`config.mk`:
```
export PLATFORM = sky130hd
export DESIGN_NAME = hack_alu_pipe
export DESIGN_NICKNAME = d
export VERILOG_FILES = /design/src/rtl/hack_pkg.sv /design/src/rtl/hack_alu_core.sv /design/src/rtl/hack_alu_pipe.sv
export SDC_FILE = /design/constraint.sdc
export NUM_CORES = 1
export LEC_CHECK = 0
export ABC_CLOCK_PERIOD_IN_PS = 3250
export BUFFER_PORTS_ARGS = -buffer_cell sky130_fd_sc_hd__buf_2
export CAP_MARGIN = 20
export CELL_PAD_IN_SITES_DETAIL_PLACEMENT = 1
export CELL_PAD_IN_SITES_GLOBAL_PLACEMENT = 1
export CORE_AREA = 3 3 108 110
export CTS_BUF_LIST = sky130_fd_sc_hd__clkbuf_4 sky130_fd_sc_hd__clkbuf_8 sky130_fd_sc_hd__clkbuf_16
export DETAILED_ROUTE_END_ITERATION = 8
export DIE_AREA = 0 0 111 113
export PLACE_DENSITY_LB_ADDON = 0.1
export SYNTH_ARGS = -nofsm -noshare
export SYNTH_HDL_FRONTEND = slang
export SYNTH_HIERARCHICAL = 1
export SYNTH_SLANG_ARGS = --single-unit
```
`constraint.sdc`:
```
create_clock -name clk -period 3.25 [get_ports clk]
set_clock_uncertainty 0.05 [all_clocks]
set_input_delay 0 -clock clk [delete_from_list [all_inputs] [get_ports clk]]
set_output_delay 0 -clock clk [all_outputs]
set_load 0.01 [all_outputs]
```
`src/rtl/hack_pkg.sv`:
```
// hack_pkg: shared ctrl bit indices, Hack ALU opcodes and result flag struct.
package hack_pkg;
    localparam int CTRL_ZX = 5;
    localparam int CTRL_NX = 4;
    localparam int CTRL_ZY = 3;
    localparam int CTRL_NY = 2;
    localparam int CTRL_F  = 1;
    localparam int CTRL_NO = 0;

    localparam logic [5:0] OP_ZERO      = 6'b101010;
    localparam logic [5:0] OP_ONE       = 6'b111111;
    localparam logic [5:0] OP_NEG1      = 6'b111010;
    localparam logic [5:0] OP_X         = 6'b001100;
    localparam logic [5:0] OP_Y         = 6'b110000;
    localparam logic [5:0] OP_NOT_X     = 6'b001101;
    localparam logic [5:0] OP_NOT_Y     = 6'b110001;
    localparam logic [5:0] OP_NEG_X     = 6'b001111;
    localparam logic [5:0] OP_NEG_Y     = 6'b110011;
    localparam logic [5:0] OP_X_PLUS_1  = 6'b011111;
    localparam logic [5:0] OP_Y_PLUS_1  = 6'b110111;
    localparam logic [5:0] OP_X_MINUS_1 = 6'b001110;
    localparam logic [5:0] OP_Y_MINUS_1 = 6'b110010;
    localparam logic [5:0] OP_X_PLUS_Y  = 6'b000010;
    localparam logic [5:0] OP_X_MINUS_Y = 6'b010011;
    localparam logic [5:0] OP_Y_MINUS_X = 6'b000111;
    localparam logic [5:0] OP_X_AND_Y   = 6'b000000;
    localparam logic [5:0] OP_X_OR_Y    = 6'b010101;

    typedef struct packed {
        logic zr;
        logic ng;
        logic cy;
        logic ov;
    } flags_t;
endpackage

```
`src/rtl/hack_alu_core.sv`:
```
// hack_alu_core: combinational Hack function stage on preset operands, with
// carry/overflow taken from the full-width adder before the output inversion.
module hack_alu_core
    import hack_pkg::*;
#(
    parameter int WIDTH = 16
) (
    input  logic [WIDTH-1:0] x1,
    input  logic [WIDTH-1:0] y1,
    input  logic             f,
    input  logic             no,
    output logic [WIDTH-1:0] res,
    output flags_t           flags
);
    logic [WIDTH:0]   sum;
    logic [WIDTH-1:0] fres;

    always_comb begin
        sum      = {1'b0, x1} + {1'b0, y1};
        fres     = f ? sum[WIDTH-1:0] : x1 & y1;
        res      = no ? ~fres : fres;
        flags.zr = res == '0;
        flags.ng = res[WIDTH-1];
        flags.cy = f & sum[WIDTH];
        flags.ov = f & (x1[WIDTH-1] == y1[WIDTH-1]) & (sum[WIDTH-1] != x1[WIDTH-1]);
    end
endmodule

```
`src/rtl/hack_alu_pipe.sv`:
```
// hack_alu_pipe: two-stage valid/ready Hack ALU; s1 holds preset operands,
// s2 holds the result and flags. No skid buffer, so occupancy is at most 2.
module hack_alu_pipe
    import hack_pkg::*;
#(
    parameter int WIDTH = 16,
    parameter int TAG_W = 4
) (
    input  logic             clk,
    input  logic             rst_n,
    input  logic             in_valid,
    output logic             in_ready,
    input  logic [WIDTH-1:0] in_x,
    input  logic [WIDTH-1:0] in_y,
    input  logic [5:0]       in_ctrl,
    input  logic [TAG_W-1:0] in_tag,
    output logic             out_valid,
    input  logic             out_ready,
    output logic [WIDTH-1:0] out_res,
    output logic             out_zr,
    output logic             out_ng,
    output logic             out_cy,
    output logic             out_ov,
    output logic [TAG_W-1:0] out_tag
);
    logic             s1_valid_q, s1_valid_d, s2_valid_q, s2_valid_d, s1_load, s2_load;
    logic             s1_f_q, s1_f_d, s1_no_q, s1_no_d;
    logic [WIDTH-1:0] x_zero, y_zero, s1_x_q, s1_x_d, s1_y_q, s1_y_d;
    logic [WIDTH-1:0] core_res, s2_res_q, s2_res_d;
    logic [TAG_W-1:0] s1_tag_q, s1_tag_d, s2_tag_q, s2_tag_d;
    flags_t           core_flags, s2_flags_q, s2_flags_d;

    hack_alu_core #(.WIDTH(WIDTH)) u_core (
        .x1    (s1_x_q),
        .y1    (s1_y_q),
        .f     (s1_f_q),
        .no    (s1_no_q),
        .res   (core_res),
        .flags (core_flags)
    );

    always_comb begin
        x_zero     = in_ctrl[CTRL_ZX] ? '0 : in_x;
        y_zero     = in_ctrl[CTRL_ZY] ? '0 : in_y;
        s2_load    = s1_valid_q && (!s2_valid_q || out_ready);
        in_ready   = !s1_valid_q || s2_load;
        s1_load    = in_valid && in_ready;
        s1_valid_d = s1_load || (s1_valid_q && !s2_load);
        s2_valid_d = s2_load || (s2_valid_q && !out_ready);
        s1_x_d     = s1_load ? (in_ctrl[CTRL_NX] ? ~x_zero : x_zero) : s1_x_q;
        s1_y_d     = s1_load ? (in_ctrl[CTRL_NY] ? ~y_zero : y_zero) : s1_y_q;
        s1_f_d     = s1_load ? in_ctrl[CTRL_F] : s1_f_q;
        s1_no_d    = s1_load ? in_ctrl[CTRL_NO] : s1_no_q;
        s1_tag_d   = s1_load ? in_tag : s1_tag_q;
        s2_res_d   = s2_load ? core_res : s2_res_q;
        s2_flags_d = s2_load ? core_flags : s2_flags_q;
        s2_tag_d   = s2_load ? s1_tag_q : s2_tag_q;
    end

    always_ff @(posedge clk or negedge rst_n) begin
        if (!rst_n) begin
            s1_valid_q <= 1'b0;
            s2_valid_q <= 1'b0;
            s1_x_q     <= '0;
            s1_y_q     <= '0;
            s1_f_q     <= 1'b0;
            s1_no_q    <= 1'b0;
            s1_tag_q   <= '0;
            s2_res_q   <= '0;
            s2_flags_q <= '0;
            s2_tag_q   <= '0;
        end else begin
            s1_valid_q <= s1_valid_d;
            s2_valid_q <= s2_valid_d;
            s1_x_q     <= s1_x_d;
            s1_y_q     <= s1_y_d;
            s1_f_q     <= s1_f_d;
            s1_no_q    <= s1_no_d;
            s1_tag_q   <= s1_tag_d;
            s2_res_q   <= s2_res_d;
            s2_flags_q <= s2_flags_d;
            s2_tag_q   <= s2_tag_d;
        end
    end

    assign out_valid = s2_valid_q;
    assign out_res   = s2_res_q;
    assign out_zr    = s2_flags_q.zr;
    assign out_ng    = s2_flags_q.ng;
    assign out_cy    = s2_flags_q.cy;
    assign out_ov    = s2_flags_q.ov;
    assign out_tag   = s2_tag_q;
endmodule
```
==> flow_metrics.py <==
metrics = {
    "outcome": {
        "status": "finished clean",
    },
    "floorplanning": {
        "start_util": 0.406,
        "die_area_mm2": 0.0125,
        "rows": 38,
        "core_area_mm2": 0.0108,
        "die_y_um": 113,
        "die_x_um": 111,
        "io_pins": 72,
    },
    "route": {
        "dr_total_vias": 3178,
        "firstDrtPassIters": 4,
        "avgViaCountPerCell": 5.13,
        "initialDrtViolationCount": 68,
        "drc": 0,
        "wire_per_inst_um": 16.5,
        "routed_wl_um": 10300,
        "drtAntennaViolNets": 0,
    },
    "hold_path": {
        "min_from": "in_x[12]",
        "hold_depth": 4,
        "hp-class": "primary input to flop",
    },
    "timing": {
        "rsz0062_at_grt": "yes",
        "slew_viol_final": 0,
        "hold_viol": 0,
        "setup_viol": 0,
        "timing.slew.headroom": 0.572,
        "fin_crit_ns": 3.17,
        "tns_ns": 0,
        "fmax_ghz": 0.316,
        "tightest_slew_ns": 0.643,
        "period_share": 0.975,
    },
    "global_route": {
        "first_global_vias": 3414,
        "grt_usage": 0.174,
        "grt.overflow.total": 0,
        "grt_start_max_net_pins": 39,
        "antenna_found_initial": 0,
        "grt_pass1_wl_um": 17500,
    },
    "cts": {
        "clkTransAtPathRegs_ns": 0.08,
        "clock-sinks": 64,
        "clock-root-buffer": "clkbuf_8",
        "cts_tree": "yes",
        "htree_levels": 3,
        "clock_path_buffers": 2,
        "clk_latency_ns": 0.36,
        "cts_made_buffers": 9,
    },
    "place": {
        "dp.cells": 589,
        "numPortBuffers": 71,
        "gp_congestion": 0.757,
        "dpl.hpwl_um": 7770,
        "place_area_mm2": 0.00482,
    },
    "cells_and_area": {
        "drive_gt1_frac": 0.377,
        "regArea_mm2": 0.00160,
        "finalInstanceArea_mm2": 0.00523,
        "syn2layout_area_growth_pct": 19.4,
        "multi_input_area_mm2": 0.00263,
        "nets": 538,
        "fill_cells": 1194,
        "stdcell_count": 620,
        "antenna_cells": 0,
    },
    "power_and_ir_drop": {
        "total_power_w": 0.00358,
        "p_sw_w": 0.00135,
        "swShare": 0.377,
        "comb_power_share": 0.477,
        "p_seq_frac": 0.324,
        "p_leak_nw": 2.35,
        "p_int_w": 0.00223,
        "power_density_mw_per_mm2": 685,
        "vdd_drop_max_mv": 0.248,
        "clkPwrFrac": 0.199,
    },
    "yosys": {
        "yosysTopAreaCell": "dfrtp_1",
        "syn-num-nets": 452,
        "synth_top_area_frac": 0.366,
        "yosysWarnings": 6,
        "yosysUniqueCellTypes": 58,
        "synth_seq_cells": 64,
        "yosys_most_used_dff": "dfrtp_1",
        "syn-mean-instance-area_um2": 11.3,
        "synth-edff-count": 0,
        "ys_top_cells_by_count": "64 x dfrtp_1, 44 x xnor2_1, 43 x mux2_2",
        "synth-seq-area-share": 0.366,
        "postSynthCellCount": 389,
        "async_reset_ff_frac": 1.00,
        "synthTopCellsByArea": "dfrtp_1 37%, mux2_2 11%, xnor2_1 8.8%, mux2_4 6.9%, nand2b_1 4.9%",
        "syn_area_mm2": 0.00438,
        "post-synth-top-count-cell": "dfrtp_1",
    },
    "critical_path": {
        "start_kind": "flop",
        "criticalPathCategory": "flop to flop",
        "r2r_cells": 11,
        "crit_fanout": 3,
        "arrival_ns": 3.35,
        "r2r_setup_slack_ns": 0.08,
        "crit_start": "s1_x_q[0]",
        "required_ns": 3.44,
        "end_kind": "flop",
        "timing.rr.start": "s1_x_q[0]",
    },
    "run": {
        "cap_violations": 0,
    },
}
==> critical path, cell delays in order (launching register included) <==
cell      delay, ns
dfrtp_1        0.39
ha_2           0.20
fa_2           0.39
a211oi_4       0.28
o21ai_2        0.12
a21o_1         0.20
o21ai_0        0.18
mux2_2         0.38
o211a_1        0.23
mux2i_1        0.29
nor4_4         0.05
mux2_4         0.28
==> per-layer routing <==
layer,up-vias,track usage,routed length [µm]
li1,1554,-,-
met1,1566,0.220,4790
met2,48,0.297,5030
met3,10,0.0262,271
met4,0,0.0755,167
met5,-,0,0
==> cell usage in the layout, fill, tap and decap left out, types with 3 or more instances in the layout <==
cell / netlist / routed
buf_2: 4 / 71
dfrtp_1: 64 / 64
xnor2_1: 44 / 44
mux2_2: 43 / 42
nand2b_1: 34 / 34
mux2_4: 20 / 21
ha_1: 16 / 15
dlygate4sd3_1: 0 / 14
a21oi_1: 12 / 12
buf_4: 8 / 11
inv_1: 11 / 11
clkbuf_8: 0 / 10
o21ai_0: 10 / 10
nor2_1: 9 / 9
xor2_1: 9 / 9
mux2i_1: 8 / 7
nor3_1: 7 / 6
a21o_1: 5 / 5
a211oi_1: 7 / 5
nand3b_1: 4 / 4
nand3_1: 3 / 3
or3_1: 3 / 3
a211oi_2: 2 / 3
o2111ai_1: 3 / 3
and4_1: 3 / 3
nor4b_1: 3 / 3
and3_1: 3 / 3
nor3b_1: 3 / 3
==> per-stage QoR <==
stage,worst slack (ns),util,hold slack [ns]
global placement,-0.0869,0.447,-0.126
detailed placement,-0.180,0.447,-0.116
finish,0.0828,0.484,0.0119
CTS,-0.00816,0.482,0.00159
global route,-0.0635,0.484,0.00640
floorplan,0.135,-,-0.346
==> registers in the layout (all words and copies together) (netlist names) <==
signal	count
out_res	16
s1_x_q	16
s1_y_q	16
out_tag	4
s1_tag_q	4
out_cy	1
out_ng	1
out_ov	1
out_valid	1
out_zr	1
s1_f_q	1
s1_no_q	1
s1_valid_q	1
==> power groups by stage <==
| stage | Combinational (W) | Sequential (W) | Clock (W) |
|---|---|---|---|
| finish | 0.00171 | 0.00116 | 0.000713 |
| global route | 0.00190 | 0.00119 | 0.000772 |
| CTS | 0.00170 | 0.00116 | 0.000734 |
| detailed placement | 0.00165 | 0.00118 | 0 |
| global placement | 0.00162 | 0.00116 | 0 |
| floorplan | 0.00116 | 0.00120 | 0 |
==> cells by family after synthesis <==
family / after synthesis / share of synthesized area
AND/OR/NAND/NOR: 92 / 0.138
multiplexers: 71 / 0.197
flip-flops: 64 / 0.366
AO/OA/AOI/OAI: 60 / 0.0957
XOR/XNOR: 53 / 0.106
buffers and inverters: 32 / 0.0466
adder cells (fa/ha/maj): 17 / 0.0503
==> layout make-up <==
type / count / area share
Inverter: 11 / 0.00790
Multi-Input combinational cell: 293 / 0.503
Tap cell: 140 / 0.0335
Clock inverter: 5 / 0.0108
Clock buffer: 11 / 0.0278
Sequential cell: 64 / 0.306
Timing Repair Buffer: 96 / 0.111
==> path summary, 6_finish.rpt <==
check                        endpoint
max reg2reg                    out_zr
min reg2reg                out_tag[3]
min in group asynchronous  s1_y_q[13]
max in group asynchronous   s1_x_q[6]
min                        s1_x_q[12]
max                            out_zr
==> what timing repair did <==
action                                 4_1_cts  5_1_grt
endpoints found under the hold margin       77        0
pin swaps                                    5        2
setup endpoints to repair                    1        1
hold buffers                                14        0
resized for setup                            8        4
buffers inserted                             0        1
No activity file was read; power rests on OpenSTA's default activity.
